===== config.mk =====
export PLATFORM = sky130hd
export DESIGN_NAME = registers
export DESIGN_NICKNAME = d
export VERILOG_FILES = /design/src/rtl/registers.sv
export SDC_FILE = /design/constraint.sdc
export NUM_CORES = 1
export LEC_CHECK = 0
export ABC_CLOCK_PERIOD_IN_PS = 3650
export BUFFER_PORTS_ARGS = -buffer_cell sky130_fd_sc_hd__buf_2
export CAP_MARGIN = 20
export CORE_MARGIN = 2
export CORE_UTILIZATION = 45
export CTS_BUF_LIST = sky130_fd_sc_hd__clkbuf_16
export DETAILED_ROUTE_END_ITERATION = 10
export PLACE_DENSITY_LB_ADDON = 0.08
export SYNTH_ARGS = -nofsm -noshare
export SYNTH_HDL_FRONTEND = slang
export SYNTH_HIERARCHICAL = 1
export SYNTH_SLANG_ARGS = --single-unit

===== constraint.sdc =====
create_clock -name clk -period 3.65 [get_ports clk]
set_input_delay 0.73 -clock clk [delete_from_list [all_inputs] [get_ports clk]]
set_output_delay 0.73 -clock clk [all_outputs]
set_load 0.02 [all_outputs]

===== src/rtl/registers.sv =====
// registers: the TD4 4-bit CPU register file and datapath.
// It holds general registers A and B, the output register C, the program
// counter D and a carry flag. A source mux and a 4-bit adder feed all of them.
//
// Ports
//   clk       in   system clock; all state updates on the rising edge
//   clr       in   synchronous active-high reset
//   load_n    in   [3:0] active-low load enables {D, C, B, A}
//   select    in   [1:0] adder source: 00=A 01=B 10=in 11=zero
//   in        in   [3:0] input-port data
//   immed     in   [3:0] immediate operand
//   out       out  [3:0] register C
//   addr_rom  out  [3:0] register D (PC)
//   carry_n   out  inverted carry flag

// One 4-bit register with a clear and an active-low load. It holds its
// value when not loaded.
module registers_lane (
  input  logic       clk,
  input  logic       clr,
  input  logic       ld_n,
  input  logic [3:0] d,
  output logic [3:0] q
);
  always_ff @(posedge clk) begin
    if (clr)        q <= '0;
    else if (!ld_n) q <= d;
  end
endmodule

module registers (
  input  logic       clk,
  input  logic       clr,
  input  logic [3:0] load_n,
  input  logic [1:0] select,
  input  logic [3:0] in,
  input  logic [3:0] immed,
  output logic [3:0] out,
  output logic [3:0] addr_rom,
  output logic       carry_n
);
  localparam int NUM_GP = 3;   // A, B, C share identical load/hold behaviour

  logic [NUM_GP-1:0][3:0] gp;  // [0]=A [1]=B [2]=C
  logic [3:0]             pc;
  logic                   flag;
  logic [3:0]             src;
  logic [4:0]             add;
  logic [3:0]             sum;
  logic                   cout;

  // Source mux. The zero source turns the adder into a load-immediate.
  always_comb begin
    src = '0;
    unique case (select)
      2'b00: src = gp[0];
      2'b01: src = gp[1];
      2'b10: src = in;
      2'b11: src = '0;
    endcase
  end

  // Widen both operands so the carry-out lands in bit 4.
  assign add  = {1'b0, src} + {1'b0, immed};
  assign sum  = add[3:0];
  assign cout = add[4];

  genvar g;
  generate
    for (g = 0; g < NUM_GP; g++) begin : g_gp
      registers_lane u_lane (
        .clk  (clk),
        .clr  (clr),
        .ld_n (load_n[g]),
        .d    (sum),
        .q    (gp[g])
      );
    end
  endgenerate

  // The PC either jumps to sum or advances. It wraps naturally at 4 bits.
  always_ff @(posedge clk) begin
    if (clr)             pc <= '0;
    else if (!load_n[3]) pc <= sum;
    else                 pc <= pc + 4'd1;
  end

  // The carry flag is rewritten every cycle, even when nothing is loaded.
  always_ff @(posedge clk) begin
    if (clr) flag <= 1'b0;
    else     flag <= cout;
  end

  assign out      = gp[2];
  assign addr_rom = pc;
  assign carry_n  = ~flag;
endmodule


Word-level counts from Yosys, hierarchy flattened
Index checks and enable logic that the tools add are counted.
{"block": "word_totals", "romBits": 0, "mem_bits_rw": 0, "register_bits": 17, "out_inout_bits": 9, "latchBits": 0, "mem_count": 0, "in_bits": 16}
{"block": "op_classes", "muxes": 2, "n_mul": 0, "n_shift": 0, "n_lt_le_gt_ge": 0, "addsub": 2, "eq_ne": 3, "bitwise": 1, "n_reduce_logical": 1, "div_mod_pow": 0}
{"operator": "one-hot mux 4 bit (4 select lines)", "count": 1}
{"operator": "adder 4 x 4 -> 5 bit", "count": 1}
{"operator": "adder 4 x 1 -> 4 bit (second input constant)", "count": 1}
{"operator": "== test 2 bit (second input constant)", "count": 2}
{"operator": "two-way mux 4 bit", "count": 1}
{"operator": "== test 2 x 1 -> 1 bit (second input constant)", "count": 1}
{"operator": "zero test 2 bit", "count": 1}
{"operator": "inverter 1 bit", "count": 1}

Logic depth before layout (Yosys ltp)
{"block": "depth", "ltp_word": 4, "mapped_depth": 10, "depth_no_buf": 9}

Hierarchy
Netlist, hierarchy kept.
{"module": "registers", "instances": 1, "cells_per_inst": 52, "seq_area_each_um2": 100.1, "area_each_um2": 447.9}
{"module": "registers_lane", "instances": 3, "cells_per_inst": 13, "seq_area_each_um2": 80.1, "area_each_um2": 140.1}

Least setup slack after synthesis
Ideal clock, no wire load.
{"block": "synth_path", "path_kind": "input -> register", "start": "input select[0]", "end": "register pc[2] (netlist: addr_rom[2])", "n_path_buf": 1, "setup_time_ps": 86, "required_ps": 3564, "setup_slack_ps": 1342, "arrival_time_ps": 2223, "path_stages": 8, "cell_sequence": "buf_2 -> mux2i_1 -> o21ai_0 -> ha_1 -> fa_1 -> xor2_1 -> nor2_1 -> a211oi_1"}
{"block": "synth_between", "elab_chain_cells": 4, "elab_cells_between_ends": 7, "classes_between": "add/sub: 1; eq/ne: 3; mux: 2; reduce/logical: 1"}
{"item": "from (decl)", "line_no": "35", "text": "input logic [1:0] select,"}
{"item": "== test 2 bit, or another cell as far along", "line_no": "55", "text": "unique case (select)"}
{"item": "one-hot mux 4 bit (4 select lines) (*)", "line_no": "55"}
{"item": "adder 4 x 4 -> 5 bit (*)", "line_no": "64", "text": "assign add = {1'b0, src} + {1'b0, immed};"}
{"item": "named net add[2]", "line_no": "48", "text": "logic [4:0] add;"}
{"item": "two-way mux 4 bit (*)", "line_no": "84", "text": "else if (!load_n[3]) pc <= sum;"}
{"item": "to (signal assigned)", "line_no": "84"}
{"item": "to (signal assigned)", "line_no": "85", "text": "else pc <= pc + 4'd1;"}
{"item": "to (decl)", "line_no": "45", "text": "logic [3:0] pc;"}
The timed path passes the listed nets; every way through them passes the cells marked *.
A chain may end at the register's enable or synchronous reset.

Worst setup path after layout
Same ends and word-level chain as after synthesis.

==> reports/summary.txt <==
Final period util: 0.602
clock latency at the later pin of the worst-skew pair: 250 ps
#FFs+latches synth: 17
Root Buffer: clkbuf_16
vias: 677
TritonCTS clock tree: done
# resized after CTS: 0
synth top area cells: dfxtp_1, mux2i_1, ha_1
Crit Path Category: primary input to flip-flop
area leader, netlist: dfxtp_1
Final WS setup: 1450 ps
Peak supply drop: 0.000359 V
register area: 340 um2
Fin. Hold Viols: 0
Slew Viols, Final: 0
dpl hpwl: 1250 um
n_diodes: 0
cell count after synthesis: 91
Initial Utilization: 0.492
CP startpoint kind: primary input
cts hold-fix bufs: 0
Nets: 138
Cell variety after synth: 24
Max Clock Freq: 455 MHz
Core Area: 1760 um2
die area: 2300 um2
share of flip-flops with an asynchronous set or reset: 0
Avg Inst Size Synth: 9.54 um2
Post-CTS Setup Bufs: 0
YS warnings: 6
1st-pass router iterations: 4
clock sinks: 17
row count: 15
routed len/inst: 11.6 um
cells along the critical path: buf_2, mux2i_1, o21ai_0, ha_1, fa_1, xor2_1, nor2_1, a211oi_1
gr usage total: 0.166
syn nets: 114
Hold Crit Class: flip-flop to flip-flop
crit path buf inv count: 1
residual DRC count: 0
# setup viols final: 0
GP Congestion: 0.775
drt via density: 4.87
share of cells above drive strength 1: 0.254
drt total wl: 1610 um
setup total negative slack: 0 ps
die width: 47.9 um
pin count of the biggest net entering global routing: 18
PortBufs: 24
top-count cell post-synth: mux2i_1
sequential share of the synthesized area: 0.392
WP data arrival: 2360 ps
Tmin final: 2200 ps
total power: 0.000555 W
Multi-input gate area: 493 um2
total clock buffers created by CTS: 3
initial antenna violation count: 0
number of global-route vias before repair: 592
Commonest cells post-synth: mux2i_1, dfxtp_1, nor2_1
die height: 47.9 um
P per Cell Area: 518 nW/um2
Syn Std Cell Area: 868 um2
relative slew slack: 0.789
CP max-delay cell: fa_1
area share of the largest cell type after synthesis: 0.392
clk_skew: 2.26 ps
Max Cap Viol: 0
number of synthesized flops with an enable pin: 0
fillcell total: 174
grt total ovfl: 0
leakage: 0.547 nW
IO Pins: 25
Critical Path Fanout Max: 5
worst-margin pin slew: 313 ps
Max Buffers Root-to-Sink: 2
CP endpoint kind: flip-flop
H-tree depth: 1
Place WS: 1160 ps
final hold slack: 488 ps
Primary FF master, synth: dfxtp_1
area grow syn2layout: 23.3%
Routed Antenna Nets: 0
DR iter-0 viols: 8
Worst-path clk slew: 50 ps
CP peak stage delay: 430 ps
first-pass GRT wire length: 2530 um
status: complete, no violations
Worst EP required: 3810 ps
RSZ-0062 raised after global routing: false
delay-heaviest family, CP: adder cells
[metal layers]
metal	wire, um	GRT usage
met5	0	0
met4	31	0.0973
met3	89	0.0340
met2	687	0.248
met1	804	0.220
[metrics by stage]
step | std cells | instance area, um2 | util
2_1_floorplan | 91 | 868 | -
3_3_place_gp | 135 | 992 | 0.562
3_5_place_dp | 135 | 992 | 0.562
4_1_cts | 139 | 1070 | 0.607
5_1_grt | 139 | 1070 | 0.607
6_report | 139 | 1070 | 0.607
[cell families (layout without fill, tap and decap cells)]
kind of cell / count (synthesis) / count (layout) / synth area share
multiplexers: 18 / 18 / 0.207
buffers and inverters: 7 / 30 / 0.0403
AND/OR/NAND/NOR: 28 / 28 / 0.144
AO/OA/AOI/OAI: 11 / 11 / 0.0764
adder cells (fa/ha/maj): 7 / 7 / 0.110
flip-flops: 17 / 17 / 0.392
XOR/XNOR: 3 / 3 / 0.0303
[cell type report]
type	count	share of cell area
flip-flops and latches	17	0.318
multi-input cells	67	0.460
repair buffers	24	0.112
well taps	25	0.0292
clock inverters	1	0.00350
inverters	2	0.00701
clock buffers	3	0.0701
[tightest hold or removal path: stages (launching register included)]
cell     delay [ps]
dfxtp_1         320
mux2i_1          70
nor2_1           70
[state kept, by name, indices dropped and copies added, names as in the netlist]
name           flops
addr_rom           4
g_gp.u_lane/q     12
flag               1
[power by group]
part | internal (W) | leakage (nW) | switching, W
sequential | 0.000208 | 0.141 | 0.0000124
clock | 0.000145 | 0.0423 | 0.0000682
combinational | 0.0000529 | 0.364 | 0.0000683
[final timing paths]
| kind | startpoint | endpoint | slack [ps] | depth (start not counted) |
|---|---|---|---|---|
| worst min-delay path | g_gp[2].u_lane/q[1] | g_gp[2].u_lane/q[1] | 490 | 2 |
| worst max-delay path | select[0] | addr_rom[2] | 1450 | 8 |
| worst max register to register | g_gp[1].u_lane/q[0] | addr_rom[2] | 1860 | 7 |
| worst min register to register | g_gp[2].u_lane/q[1] | g_gp[2].u_lane/q[1] | 490 | 2 |
[cells in the final DEF (no fill, tap or decap), drive strengths merged]
| cell type | synthesis | layout |
|---|---|---|
| a211oi | 1 | 1 |
| a21boi | 1 | 1 |
| a21o | 1 | 1 |
| a21oi | 3 | 3 |
| a31o | 1 | 1 |
| and3 | 1 | 1 |
| buf | 2 | 24 |
| clkbuf | 3 | 3 |
| dfxtp | 17 | 17 |
| fa | 1 | 1 |
| ha | 6 | 6 |
| inv | 2 | 3 |
| mux2i | 18 | 18 |
| nand2 | 5 | 5 |
| nand2b | 1 | 1 |
| nand3 | 1 | 1 |
| nand4 | 1 | 1 |
| nor2 | 17 | 17 |
| nor2b | 1 | 1 |
| nor4 | 1 | 1 |
| o21ai | 4 | 4 |
| xnor2 | 1 | 1 |
| xor2 | 2 | 2 |
Power figures use the tool's default switching activity.
